`config.mk`:
```
export PLATFORM = sky130hd
export DESIGN_NAME = if_stage_flat
export DESIGN_NICKNAME = d
export VERILOG_FILES = /design/src/rtl/if_stage_if.sv /design/src/rtl/if_stage.sv /design/src/flat_wrapper.sv
export SDC_FILE = /design/constraint.sdc
export NUM_CORES = 1
export LEC_CHECK = 0
export CORE_MARGIN = 4
export CORE_UTILIZATION = 40
export DETAILED_ROUTE_END_ITERATION = 8
export PLACE_DENSITY = 0.67
export SLEW_MARGIN = 30
export SYNTH_ARGS = -nofsm -noshare
export SYNTH_HDL_FRONTEND = slang
export SYNTH_SLANG_ARGS = --single-unit
export TNS_END_PERCENT = 100
```
`constraint.sdc`:
```
create_clock -name clk -period 2.93 [get_ports clk]
set_input_delay 0.586 -clock clk [delete_from_list [all_inputs] [get_ports clk]]
set_output_delay 0.586 -clock clk [all_outputs]
set_load 0.01 [all_outputs]
```
`src/rtl/if_stage_if.sv`:
```
// Fetch-stage boundary bundle: decode handshake, branch/exception redirect inputs and the
// instruction-SRAM request/response channel. The master side is the fetch stage itself.
interface if_stage_if #(
  parameter int unsigned FS_TO_DS_BUS_WD = 65
);
  // Decode side
  logic                       ds_allowin;
  logic [32:0]                br_bus;
  logic                       fs_to_ds_valid;
  logic [FS_TO_DS_BUS_WD-1:0] fs_to_ds_bus;

  // Write-back redirect
  logic                       handle_ex;
  logic [31:0]                ex_pc;

  // Instruction SRAM
  logic                       inst_sram_req;
  logic [31:0]                inst_sram_addr;
  logic                       inst_sram_addr_ok;
  logic                       inst_sram_data_ok;
  logic [31:0]                inst_sram_rdata;

  modport master (
    input  ds_allowin,
    input  br_bus,
    input  handle_ex,
    input  ex_pc,
    input  inst_sram_addr_ok,
    input  inst_sram_data_ok,
    input  inst_sram_rdata,
    output fs_to_ds_valid,
    output fs_to_ds_bus,
    output inst_sram_req,
    output inst_sram_addr
  );

  modport slave (
    output ds_allowin,
    output br_bus,
    output handle_ex,
    output ex_pc,
    output inst_sram_addr_ok,
    output inst_sram_data_ok,
    output inst_sram_rdata,
    input  fs_to_ds_valid,
    input  fs_to_ds_bus,
    input  inst_sram_req,
    input  inst_sram_addr
  );
endinterface

```
`src/rtl/if_stage.sv`:
```
// Instruction-fetch stage. Keeps at most one instruction-SRAM read in flight, hands
// {ex, inst, pc} to decode under valid/allowin, applies taken branches after the delay slot
// and redirects to ex_pc + 4 on an exception/eret flush, dropping any fetch still in flight.
module if_stage #(
  parameter logic [31:0] RESET_PC        = 32'hbfc00000,
  parameter int unsigned FS_TO_DS_BUS_WD = 65
) (
  input logic        clk,
  input logic        resetn,
  if_stage_if.master fs
);

  typedef enum logic [1:0] {
    StReq,   // presenting npc to the SRAM (or raising ADEL for a misaligned npc)
    StWait,  // request accepted, waiting for read data
    StOut,   // instruction held on the bus until decode takes it
    StDrop   // flushed while a read was in flight; swallow its data
  } state_e;

  state_e                     state_q, state_d;
  logic [31:0]                npc_q, npc_d;
  logic [31:0]                cur_pc_q, cur_pc_d;
  logic [31:0]                br_tgt_q, br_tgt_d;
  logic                       br_seen_q, br_seen_d;
  logic                       br_pend_q, br_pend_d;
  logic                       fs_valid_q, fs_valid_d;
  logic [FS_TO_DS_BUS_WD-1:0] fs_bus_q, fs_bus_d;

  logic        br_taken;
  logic [31:0] br_target;
  logic        npc_aligned;
  logic        req_raw;
  logic        addr_acc;
  logic        adel;
  logic        br_hit;
  logic        npc_consumed;
  logic [31:0] seq_npc;

  assign br_taken    = fs.br_bus[32];
  assign br_target   = fs.br_bus[31:0];
  assign npc_aligned = (npc_q[1:0] == 2'b00);

  // A misaligned npc never reaches the SRAM; it is reported to decode as ADEL instead.
  assign req_raw  = (state_q == StReq) && npc_aligned;
  assign addr_acc = req_raw && fs.inst_sram_addr_ok;
  assign adel     = (state_q == StReq) && !npc_aligned;

  // Decode holds br_bus for as long as the branch sits there; act on it only once.
  assign br_hit = br_taken && !br_seen_q;

  // npc leaves StReq this cycle (delay slot is being fetched or faulted right now).
  assign npc_consumed = addr_acc || adel;

  // Address following the one being consumed: a pending branch target beats sequential.
  assign seq_npc = br_pend_q ? br_tgt_q : (npc_q + 32'd4);

  assign fs.inst_sram_req  = resetn && req_raw;
  assign fs.inst_sram_addr = npc_q;
  assign fs.fs_to_ds_valid = fs_valid_q;
  assign fs.fs_to_ds_bus   = fs_bus_q;

  // Next-state, redirect and output-bus staging.
  always_comb begin
    state_d    = state_q;
    npc_d      = npc_q;
    cur_pc_d   = cur_pc_q;
    br_tgt_d   = br_tgt_q;
    br_seen_d  = br_seen_q;
    br_pend_d  = br_pend_q;
    fs_valid_d = fs_valid_q;
    fs_bus_d   = fs_bus_q;

    if (fs.handle_ex) begin
      // Flush: everything in the stage is stale, only the redirect survives.
      npc_d      = fs.ex_pc + 32'd4;
      br_pend_d  = 1'b0;
      br_seen_d  = 1'b0;
      fs_valid_d = 1'b0;
      unique case (state_q)
        StReq:   state_d = addr_acc ? StDrop : StReq;
        StWait:  state_d = fs.inst_sram_data_ok ? StReq : StDrop;
        StOut:   state_d = StReq;
        StDrop:  state_d = fs.inst_sram_data_ok ? StReq : StDrop;
        default: state_d = StReq;
      endcase
    end else begin
      unique case (state_q)
        StReq: begin
          if (adel) begin
            fs_bus_d   = {1'b1, 32'h0000_0000, npc_q};
            fs_valid_d = 1'b1;
            npc_d      = seq_npc;
            br_pend_d  = 1'b0;
            state_d    = StOut;
          end else if (addr_acc) begin
            cur_pc_d  = npc_q;
            npc_d     = seq_npc;
            br_pend_d = 1'b0;
            state_d   = StWait;
          end
        end
        StWait: begin
          if (fs.inst_sram_data_ok) begin
            fs_bus_d   = {1'b0, fs.inst_sram_rdata, cur_pc_q};
            fs_valid_d = 1'b1;
            state_d    = StOut;
          end
        end
        StOut: begin
          if (fs.ds_allowin) begin
            fs_valid_d = 1'b0;
            state_d    = StReq;
          end
        end
        StDrop: begin
          if (fs.inst_sram_data_ok) begin
            state_d = StReq;
          end
        end
        default: state_d = StReq;
      endcase

      if (br_hit) begin
        br_seen_d = 1'b1;
        if ((state_q == StReq) && !npc_consumed) begin
          // Delay slot not fetched yet: redirect once its address has been consumed.
          br_pend_d = 1'b1;
          br_tgt_d  = br_target;
        end else begin
          // Delay slot already fetched (or being fetched now): npc is the next target.
          npc_d = br_target;
        end
      end

      // A new instruction enters decode, so the next branch there is a fresh one.
      if ((state_q == StOut) && fs.ds_allowin) begin
        br_seen_d = 1'b0;
      end
    end
  end

  // State register with synchronous active-low reset.
  always_ff @(posedge clk) begin
    if (!resetn) begin
      state_q    <= StReq;
      npc_q      <= RESET_PC;
      cur_pc_q   <= 32'h0000_0000;
      br_tgt_q   <= 32'h0000_0000;
      br_seen_q  <= 1'b0;
      br_pend_q  <= 1'b0;
      fs_valid_q <= 1'b0;
      fs_bus_q   <= '0;
    end else begin
      state_q    <= state_d;
      npc_q      <= npc_d;
      cur_pc_q   <= cur_pc_d;
      br_tgt_q   <= br_tgt_d;
      br_seen_q  <= br_seen_d;
      br_pend_q  <= br_pend_d;
      fs_valid_q <= fs_valid_d;
      fs_bus_q   <= fs_bus_d;
    end
  end

endmodule
```
`src/flat_wrapper.sv`:
```
// flat-port wrapper written by rule: the top's interface ports become plain ports
module if_stage_flat 
#(
  parameter logic [31:0] RESET_PC        = 32'hbfc00000,
  parameter int unsigned FS_TO_DS_BUS_WD = 65
)
  (clk, resetn, fs_ds_allowin, fs_br_bus, fs_handle_ex, fs_ex_pc, fs_inst_sram_addr_ok, fs_inst_sram_data_ok, fs_inst_sram_rdata, fs_fs_to_ds_valid, fs_fs_to_ds_bus, fs_inst_sram_req, fs_inst_sram_addr);
  if_stage_if #(.FS_TO_DS_BUS_WD(FS_TO_DS_BUS_WD)) fs_i ();
  input logic clk;
  input logic resetn;
  input wire logic [$bits(fs_i.ds_allowin)-1:0] fs_ds_allowin;
  input wire logic [$bits(fs_i.br_bus)-1:0] fs_br_bus;
  input wire logic [$bits(fs_i.handle_ex)-1:0] fs_handle_ex;
  input wire logic [$bits(fs_i.ex_pc)-1:0] fs_ex_pc;
  input wire logic [$bits(fs_i.inst_sram_addr_ok)-1:0] fs_inst_sram_addr_ok;
  input wire logic [$bits(fs_i.inst_sram_data_ok)-1:0] fs_inst_sram_data_ok;
  input wire logic [$bits(fs_i.inst_sram_rdata)-1:0] fs_inst_sram_rdata;
  output wire logic [$bits(fs_i.fs_to_ds_valid)-1:0] fs_fs_to_ds_valid;
  output wire logic [$bits(fs_i.fs_to_ds_bus)-1:0] fs_fs_to_ds_bus;
  output wire logic [$bits(fs_i.inst_sram_req)-1:0] fs_inst_sram_req;
  output wire logic [$bits(fs_i.inst_sram_addr)-1:0] fs_inst_sram_addr;
  assign fs_i.ds_allowin = fs_ds_allowin;
  assign fs_i.br_bus = fs_br_bus;
  assign fs_i.handle_ex = fs_handle_ex;
  assign fs_i.ex_pc = fs_ex_pc;
  assign fs_i.inst_sram_addr_ok = fs_inst_sram_addr_ok;
  assign fs_i.inst_sram_data_ok = fs_inst_sram_data_ok;
  assign fs_i.inst_sram_rdata = fs_inst_sram_rdata;
  assign fs_fs_to_ds_valid = fs_i.fs_to_ds_valid;
  assign fs_fs_to_ds_bus = fs_i.fs_to_ds_bus;
  assign fs_inst_sram_req = fs_i.inst_sram_req;
  assign fs_inst_sram_addr = fs_i.inst_sram_addr;
  if_stage #(.RESET_PC(RESET_PC), .FS_TO_DS_BUS_WD(FS_TO_DS_BUS_WD)) u_core (.clk(clk), .resetn(resetn), .fs(fs_i));
endmodule
```
Word level (Yosys, flattened, before mapping)
Index checks and enable logic that the tools add are counted.
{"block": "totals", "input_bits": 103, "register_bits": 166, "word_cells": 75, "out_inout_bits": 99}
{"block": "classes", "mux": 29, "n_eq_ne": 10, "n_bitwise": 3, "add_sub_neg": 2, "n_reduce_logical": 23}
{"op": "$mux W32", "count": 7}
{"op": "$mux W65", "count": 2}
{"op": "$pmux W65 S2", "count": 1}
{"op": "$add A32 B3 Y32 const B", "count": 2}
{"op": "$mux W2", "count": 8}
{"op": "$reduce_and A4 Y1", "count": 4}
{"op": "$ne A3 B3 Y1 const B", "count": 3}
{"op": "$mux W1", "count": 8}
{"op": "$pmux W2 S4", "count": 1}
{"op": "$logic_and A1 B1 Y1", "count": 7}
{"op": "$pmux W2 S3", "count": 1}
{"op": "$eq A2 B2 Y1 const B", "count": 2}
{"op": "$logic_not A2 Y1", "count": 2}
{"op": "$ne A2 B2 Y1 const B", "count": 2}
{"op": "$ne A4 B2 Y1 const B", "count": 1}
{"op": "$reduce_or A2 Y1", "count": 2}
{"op": "$logic_not A1 Y1", "count": 3}
{"op": "$not A1 Y1", "count": 3}
{"op": "$pmux W1 S3", "count": 1}
{"op": "$reduce_and A3 Y1", "count": 1}
{"op": "$reduce_bool A3 Y1", "count": 1}
{"op": "$reduce_or A3 Y1", "count": 1}
{"op": "$eq A2 B1 Y1 const B", "count": 1}
{"op": "$ne A2 B1 Y1 const B", "count": 1}
{"op": "2 further kinds", "count": 2}

Depth between registers and ports, before layout
Gate-level depths: netlist of run 1.
{"block": "depth", "word_depth": 9, "depth_mapped": 9, "depth_no_buf": 7}

Least setup slack after synthesis of run 1
No wires, ideal clock.
{"block": "synth_path", "path_type": "register to register", "start": "register u_core.npc_q[2], in the netlist u_core.fs.inst_sram_addr[2]", "end": "register u_core.npc_q[20], in the netlist u_core.fs.inst_sram_addr[20]", "required_time_ns": 2.844, "stages_incl_launch_ff": 9, "synth_period_minus_slack_ns": 2.266, "n_path_buf": 1, "t_arrival_ns": 2.180, "slack_ns": 0.664, "setup_time_ns": 0.086, "cell_sequence": "dfxtp_1 ha_1 nand3_2 or3_1 buf_6 nor4_4 a311oi_1 a311o_1 a221oi_2"}
{"block": "synth_via", "elab_chain_len": 8}
{"element": "start: declaration", "line_no": "if_stage.sv:21", "source": "logic [31:0] npc_q, npc_d;"}
{"element": "start signal: assignment", "line_no": "if_stage.sv:155", "source": "npc_q <= npc_d;"}
{"element": "$add A32 B3 Y32 *", "line_no": "if_stage.sv:55", "source": "assign seq_npc = br_pend_q ? br_tgt_q : (npc_q + 32'd4);"}
{"element": "$mux W32 *", "line_no": "if_stage.sv:55"}
{"element": "$mux W32", "line_no": "if_stage.sv:95", "source": "end else if (addr_acc) begin"}
{"element": "$mux W32 *", "line_no": "if_stage.sv:89", "source": "if (adel) begin"}
{"element": "$mux W32 *", "line_no": "if_stage.sv:87", "source": "unique case (state_q)"}
{"element": "$mux W32", "line_no": "if_stage.sv:125", "source": "if ((state_q == StReq) && !npc_consumed) begin"}
{"element": "$mux W32 *", "line_no": "if_stage.sv:123", "source": "if (br_hit) begin"}
{"element": "$mux W32 *", "line_no": "if_stage.sv:73", "source": "if (fs.handle_ex) begin"}
Every way passes the cells marked *; elsewhere a longest branch is shown, timed or not.
A chain may end at the register's enable or synchronous reset.

Final worst setup path of run 1
{"block": "layout_path", "start": "register u_core.state_q[1]", "end": "output fs_inst_sram_req"}
{"block": "layout_via", "elab_chain_len": 3}
{"element": "start: declaration", "line_no": "if_stage.sv:20", "source": "state_e state_q, state_d;"}
{"element": "start signal: assignment", "line_no": "if_stage.sv:145", "source": "state_q <= StReq;"}
{"element": "start signal: assignment", "line_no": "if_stage.sv:154", "source": "state_q <= state_d;"}
{"element": "$logic_not A2 Y1", "line_no": "if_stage.sv:44", "source": "assign req_raw = (state_q == StReq) && npc_aligned;"}
{"element": "$logic_and A1 B1 Y1", "line_no": "if_stage.sv:44"}
{"element": "$logic_and A1 B1 Y1", "line_no": "if_stage.sv:57", "source": "assign fs.inst_sram_req = resetn && req_raw;"}
{"element": "end: declaration", "line_no": "flat_wrapper.sv:20", "source": "output wire logic [$bits(fs_i.inst_sram_req)-1:0] fs_inst_sram_req;"}
Every way passes these cells.

==> results of run 1 <==
==> how the worst max path moves through the flow <==
stage	from	endpoint	slack, ns	cells past startpoint
CTS	u_core.state_q[1]	fs_inst_sram_req	0.14	3
floorplan	u_core.fs.inst_sram_addr[2]	u_core.fs.inst_sram_addr[20]	0.66	8
global placement	fs_inst_sram_addr_ok	u_core.fs.inst_sram_addr[21]	0.22	7
detailed placement	fs_inst_sram_addr_ok	u_core.fs.inst_sram_addr[21]	0.19	7
finish	u_core.state_q[1]	fs_inst_sram_req	0.13	3
global route	u_core.state_q[1]	fs_inst_sram_req	0.08	3
==> logic make-up (layout without fill, tap and decap cells) <==
family	Yosys count	in the layout	synth area share (%)
simple gates	434	434	24.0
compound gates	288	288	22.2
flops	166	166	40.8
buf+inv	98	292	5.32
mux	38	38	4.70
xor+xnor	25	25	2.69
fa+ha+maj	2	2	0.307
==> cell usage in the layout (no fill, tap or decap), types with 3 or more instances in the layout <==
cell type          n
a211oi_1          39
a21o_1             3
a21oi_1          137
a221oi_1           9
a22o_1             3
a311o_1            4
a311oi_1           3
a31oi_1            3
and3_1            14
buf_12             3
buf_4             48
clkbuf_16         17
clkdlybuf4s50_1  201
clkinv_2           3
clkinvlp_4         4
dfxtp_1          166
inv_1              6
mux2i_1           36
nand2_1          211
nand2b_1           4
nand3_1           65
nand4_1           14
nor2_1            75
nor2b_1            3
nor3_1            17
nor4_1             7
o2111ai_1          3
o211ai_1           7
o21a_1             3
o21ai_0           33
o221ai_1           3
o22ai_1            7
o311ai_0           3
o31ai_1            5
or3_1              4
xnor2_1           13
xor2_1            12
==> worst reg2reg max path: stages (launching register included) <==
cell and delay (ns):
dfxtp_1 0.43, or4_1 0.59, buf_4 0.19, o21a_1 0.28, nor2_1 0.32, nand3_1 0.12
o31ai_1 0.34, a21oi_1 0.07
==> synth_stat cells, types with 4 or more instances <==
| cell type | n |
|---|---|
| o21ai_0 | 33 |
| o31ai_1 | 5 |
| buf_6 | 6 |
| o211ai_1 | 7 |
| xnor2_1 | 13 |
| inv_1 | 7 |
| nor4_1 | 7 |
| nor3_1 | 17 |
| or3_1 | 4 |
| nor2_1 | 76 |
| nand2b_1 | 5 |
| xor2_1 | 12 |
| clkbuf_1 | 65 |
| a311o_1 | 4 |
| nand3_1 | 65 |
| o22ai_1 | 7 |
| mux2i_1 | 36 |
| and3_1 | 14 |
| nand4_1 | 14 |
| buf_2 | 12 |
| a211oi_1 | 39 |
| dfxtp_1 | 166 |
| a221oi_1 | 9 |
| a21oi_1 | 137 |
| nand2_1 | 211 |
| buf_1 | 5 |
==> per-stage QoR <==
stage,setup slack [ns],utilization (%),cell area (µm²),hold WS [ns]
after floorplan,0.664,-,8140,0.431
after global placement,0.215,53.4,10500,0.438
after detailed placement,0.193,53.4,10500,0.442
after CTS,0.142,56.3,11100,0.451
after global routing,0.0771,56.3,11100,0.469
final,0.133,56.3,11100,0.449
==> power breakdown <==
part,total [mW],leakage [nW],switching (mW),internal [mW]
logic,1.34,2.35,0.717,0.623
clock network,2.18,0.270,0.977,1.20
registers,2.54,1.35,0.138,2.40
==> per-layer routing <==
metal	up-vias	routed length, µm	global-route usage, %	share of wire [%]
met3	67	2090	4.49	7.6
met4	0	852	9.52	3.1
met2	383	12300	35.3	44
met1	3912	12500	34.1	45
li1	4104	-	-	-
met5	-	0	0	0
==> flip-flops by register name (all words and copies together), names as in the netlist <==
name,cells
u_core.cur_pc_q,32
u_core.br_tgt_q,32
u_core.fs.fs_to_ds_bus,65
u_core.br_seen_q,1
u_core.br_pend_q,1
u_core.fs.inst_sram_addr,32
u_core.fs.fs_to_ds_valid,1
u_core.state_q,2
==> layout make-up <==
| cell class | instances | area, µm² | share of cell area, % |
|---|---|---|---|
| clock buffers | 19 | 443 | 3.99 |
| inverters | 8 | 32.5 | 0.293 |
| multi-input cells | 787 | 4410 | 39.8 |
| repair buffers | 252 | 2430 | 21.9 |
| clock inverters | 13 | 124 | 1.12 |
| well taps | 265 | 332 | 2.99 |
| flip-flops and latches | 166 | 3320 | 29.9 |
==> impl_metrics.toml, run 1 <==
[cells_and_area]
drive_gt1_share_pct = 8.19
nets = 1337
final_cells = 1510
num-fill-cells = 1868
insertedDiodeCount = 0
areaGrowthSynthToFinish_pct = 36.3

[setup_path]
crit_path_max_fanout = 10
cp-end-kind = "output pin"
critical_path.cell_chain = "or4_1, nor2_1, clkdlybuf4s50_1"
critical-path-top-delay-family = "simple AND/OR/NAND/NOR gates"
critPathLaunchType = "flip-flop"
worstReg2RegStart = "u_core.state_q[1]"
worstPathArrival_ns = 2.21
crit_slowest_cell = "clkdlybuf4s50_1"
worst-path-buf-inv = 1
rrSetupSlack_ns = 0.46
critical_path_required_ns = 2.34
rr_endpoint = "u_core.fs.inst_sram_addr[31]"
cp_slowest_stage_delay_ns = 0.60
worstSetupPathType = "reg2out"
reg2reg_depth = 7

[global_routing]
antenna_found_initial = 0
grt_usage_pct = 23.8
grt_pass1_wl_mm = 42.5
first_global_vias = 7717
grt.overflow.total = 0
grt_max_degree = 125

[clock_network]
clk_latency_ns = 0.43
cts.repair.resized = 0
path_clk_slew_ns = 0.07
cts_tree = "built"
numCtsBuffers = 17
cts_max_level = 4
clock_path_buffers = 2
cts-root-buf = "clkbuf_16"
cts_setup_buffers = 0
postCtsHoldBufs = 0
clock_sinks = 166

[timing]
max_slew_margin_pct = 50.3
timing.final.crit_share_pct = 95.5
rsz0062_at_grt = "no"
setup_viol = 0
finalMaxSlewViolations = 0
finalHoldViolCount = 0
min_period_ns = 2.80
skew_ns = 0.00802
max_freq_ghz = 0.357
tightest_slew_ns = 0.743
tns_ns = 0

[die]
dieHeight_um = 151
core_area_um2 = 19700
initial_utilization_pct = 41.3
fp.dieArea_um2 = 22700
num_rows = 51
ios = 202
die_w_um = 151

[synth]
async_reset_ff_share_pct = 0
postSynthCellCount = 1051
yosysSeqAreaShare_pct = 40.8
synthDominantCellAreaShare_pct = 40.8
netlist_top_cells_area = "dfxtp_1 41%, nand2_1 9.7%, a21oi_1 8.4%, mux2i_1 4.4%, nand3_1 4.0%"
synth_area_um2 = 8140
yosys.cell_types.count = 67
syn_avg_cell_area_um2 = 7.75
syn_nets = 1156
synth_top_cell_by_area = "dfxtp_1"
yosys_warnings = 0
ys_ff_latch = 166
synth_edf_count = 0
ys.flop_type = "dfxtp_1"

[drt]
drtIter0Drc = 968
vias_per_cell = 5.61
firstDrtPassIters = 5
wl_mm = 27.7
vias = 8466
wl_per_cell_um = 18.3
drc = 0
ant_nets = 0

[flow_run]
drv_cap = 0

[power]
total_power_mw = 6.06
peakVddDrop_mv = 0.403
leakage_nw = 3.98
power_density_nw_per_um2 = 546

[min_path]
worstHoldStart = "u_core.fs.fs_to_ds_bus[32]"
holdPathStages = 2
min_path_type = "reg2reg"
worstHoldEndpoint = "u_core.fs.fs_to_ds_bus[32]"

[status]
status = "finished clean"

[placement]
io_buffers = 201
gp_congestion = 0.907
post-place-cells = 1478
dpl.hpwl_mm = 19.7
No activity file was read; power rests on OpenSTA's default activity.
==> run 2, diff against run 1 <==
--- a/config.mk
+++ b/config.mk
@@ -5,7 +5,7 @@
 export SDC_FILE = /design/constraint.sdc
 export NUM_CORES = 1
 export LEC_CHECK = 0
-export CORE_MARGIN = 4
+export CORE_MARGIN = 2
 export CORE_UTILIZATION = 40
 export DETAILED_ROUTE_END_ITERATION = 8
 export PLACE_DENSITY = 0.67
@@ -13,4 +13,4 @@
 export SYNTH_ARGS = -nofsm -noshare
 export SYNTH_HDL_FRONTEND = slang
 export SYNTH_SLANG_ARGS = --single-unit
-export TNS_END_PERCENT = 100
+export TNS_END_PERCENT = 20
==> run 2 against run 1 <==
Against the previous run: worst setup slack got worse by 0.00092 ns; global-route usage is 1.1 points higher; total power barely moved; critical path type unchanged; largest power group unchanged.
==> impl_metrics.toml, run 2 (synthesis results as in run 1) <==
[drt]
ant_nets = 0
wl_met2_mm = 12.0
wl_met1_mm = 12.7
highest_layer = "met4"
drtIter0Drc = 854
wl_mm = 27.6
wl_per_cell_um = 18.1
dr_wl_met3_mm = 1.89
vias = 8437
vias_per_cell = 5.55
firstDrtPassIters = 5
drc = 0

[clock_network]
cts_tree = "built"
cts-root-buf = "clkbuf_16"
clock_path_buffers = 2
path_clk_slew_ns = 0.07
clk_latency_ns = 0.44
postCtsHoldBufs = 0
cts_max_level = 4
clock_sinks = 166
numCtsBuffers = 17

[power]
power_density_nw_per_um2 = 544
peakVddDrop_mv = 0.402
leakage_nw = 4.00
p_clk_share_pct = 35.7
p_seq_share_pct = 41.7
switching_share_pct = 30.6
p_int_mw = 4.20
total_power_mw = 6.06
combPwrFrac_pct = 22.6
p_sw_mw = 1.86

[setup_path]
critPathLaunchType = "flip-flop"
rrSetupSlack_ns = 0.48
critical_path_required_ns = 2.34
worstReg2RegStart = "u_core.state_q[1]"
worstSetupPathType = "reg2out"
cp-end-kind = "output pin"
reg2reg_depth = 6
worstPathArrival_ns = 2.21
crit_path_max_fanout = 10
rr_endpoint = "u_core.fs.inst_sram_addr[16]"

[timing]
min_period_ns = 2.80
hold_slack_ns = 0.449
finalMaxSlewViolations = 0
max_slew_margin_pct = 51.4
max_freq_ghz = 0.357
tns_ns = 0
finalHoldViolCount = 0
skew_ns = 0.0150
rsz0062_at_grt = "no"
timing.final.crit_share_pct = 95.5
tightest_slew_ns = 0.728
setup_viol = 0

[die]
core_area_um2 = 20100
num_rows = 52
dieHeight_um = 147
die_w_um = 147
initial_utilization_pct = 40.5
ios = 202
fp.dieArea_um2 = 21500

[cells_and_area]
areaGrowthSynthToFinish_pct = 36.8
drive_gt1_share_pct = 8.80
largest_register_ffs = 65
final_cell_mix = "211 x nand2_1, 201 x clkdlybuf4s50_1, 166 x dfxtp_1"
insertedDiodeCount = 0
num-fill-cells = 1906
nets = 1343
final_common_cell = "nand2_1"

[min_path]
worstHoldEndpoint = "u_core.fs.fs_to_ds_bus[35]"
holdPathStages = 2
min_path_type = "reg2reg"
worstHoldStart = "u_core.fs.fs_to_ds_bus[35]"

[global_routing]
grt.overflow.total = 0
grt_max_degree = 139
grt_pass1_wl_mm = 42.7
first_global_vias = 7812
antenna_found_initial = 0
grt_usage_pct = 24.9

[flow_run]
drv_cap = 0

[placement]
io_buffers = 201
dpl.hpwl_mm = 19.8
gp_congestion = 0.926

[status]
status = "finished clean"
==> run 2: cell type report <==
class | instances | area (µm²) | area share, %
Clock buffer | 17 | 425 | 3.82
Clock inverter | 14 | 128 | 1.15
Inverter | 8 | 32.5 | 0.292
Multi-Input combinational cell | 787 | 4420 | 39.6
Sequential cell | 166 | 3320 | 29.8
Tap cell | 270 | 338 | 3.03
Timing Repair Buffer | 258 | 2480 | 22.2
==> run 2: layer usage <==
layer	global-route usage (%)	vias to the layer above
met2	37.4	370
met4	9.90	0
met3	5.09	63
met1	34.9	3885
met5	0	-
li1	-	4119
==> run 2: critical path, cell delays in order, from the launching register on <==
cell and delay (ns):
dfxtp_1 0.43, or4_4 0.66, nor2_1 0.11, clkdlybuf4s50_1 0.58
==> run 2: power groups by stage <==
| stage | logic (mW) | registers [mW] | clock network (mW) |
|---|---|---|---|
| final | 1.37 | 2.53 | 2.16 |
| after global routing | 1.47 | 2.54 | 2.28 |
| after CTS | 1.36 | 2.52 | 2.19 |
| after detailed placement | 1.35 | 2.57 | 0 |
| after global placement | 1.35 | 2.57 | 0 |
| after floorplan | 0.653 | 2.59 | 0 |
==> run 2: through the flow <==
stage          util, %  cell area, µm²  setup slack, ns  std cells
3_3_place_gp      52.6           10600            0.260       1489
4_1_cts           55.4           11100         0.000806       1520
2_1_floorplan        -            8140            0.664       1051
5_1_grt           55.4           11100           0.0588       1520
3_5_place_dp      52.6           10600            0.207       1489
6_report          55.4           11100            0.132       1520
==> run 2: what timing repair did <==
item / in CTS / in global routing
resized for setup: 0 / 1
buffers inserted: 0 / 0
endpoints found under the setup margin: 0 / 1
==> run 2: worst max-delay path by stage <==
stage                     slack, ns                           end                   startpoint
after floorplan                0.66  u_core.fs.inst_sram_addr[20]  u_core.fs.inst_sram_addr[2]
after global placement         0.26  u_core.fs.inst_sram_addr[28]                  fs_ex_pc[2]
after detailed placement       0.21   u_core.fs.inst_sram_addr[2]         fs_inst_sram_addr_ok
after CTS                    0.0008              fs_inst_sram_req            u_core.state_q[1]
after global routing           0.06              fs_inst_sram_req            u_core.state_q[1]
final                          0.13              fs_inst_sram_req            u_core.state_q[1]
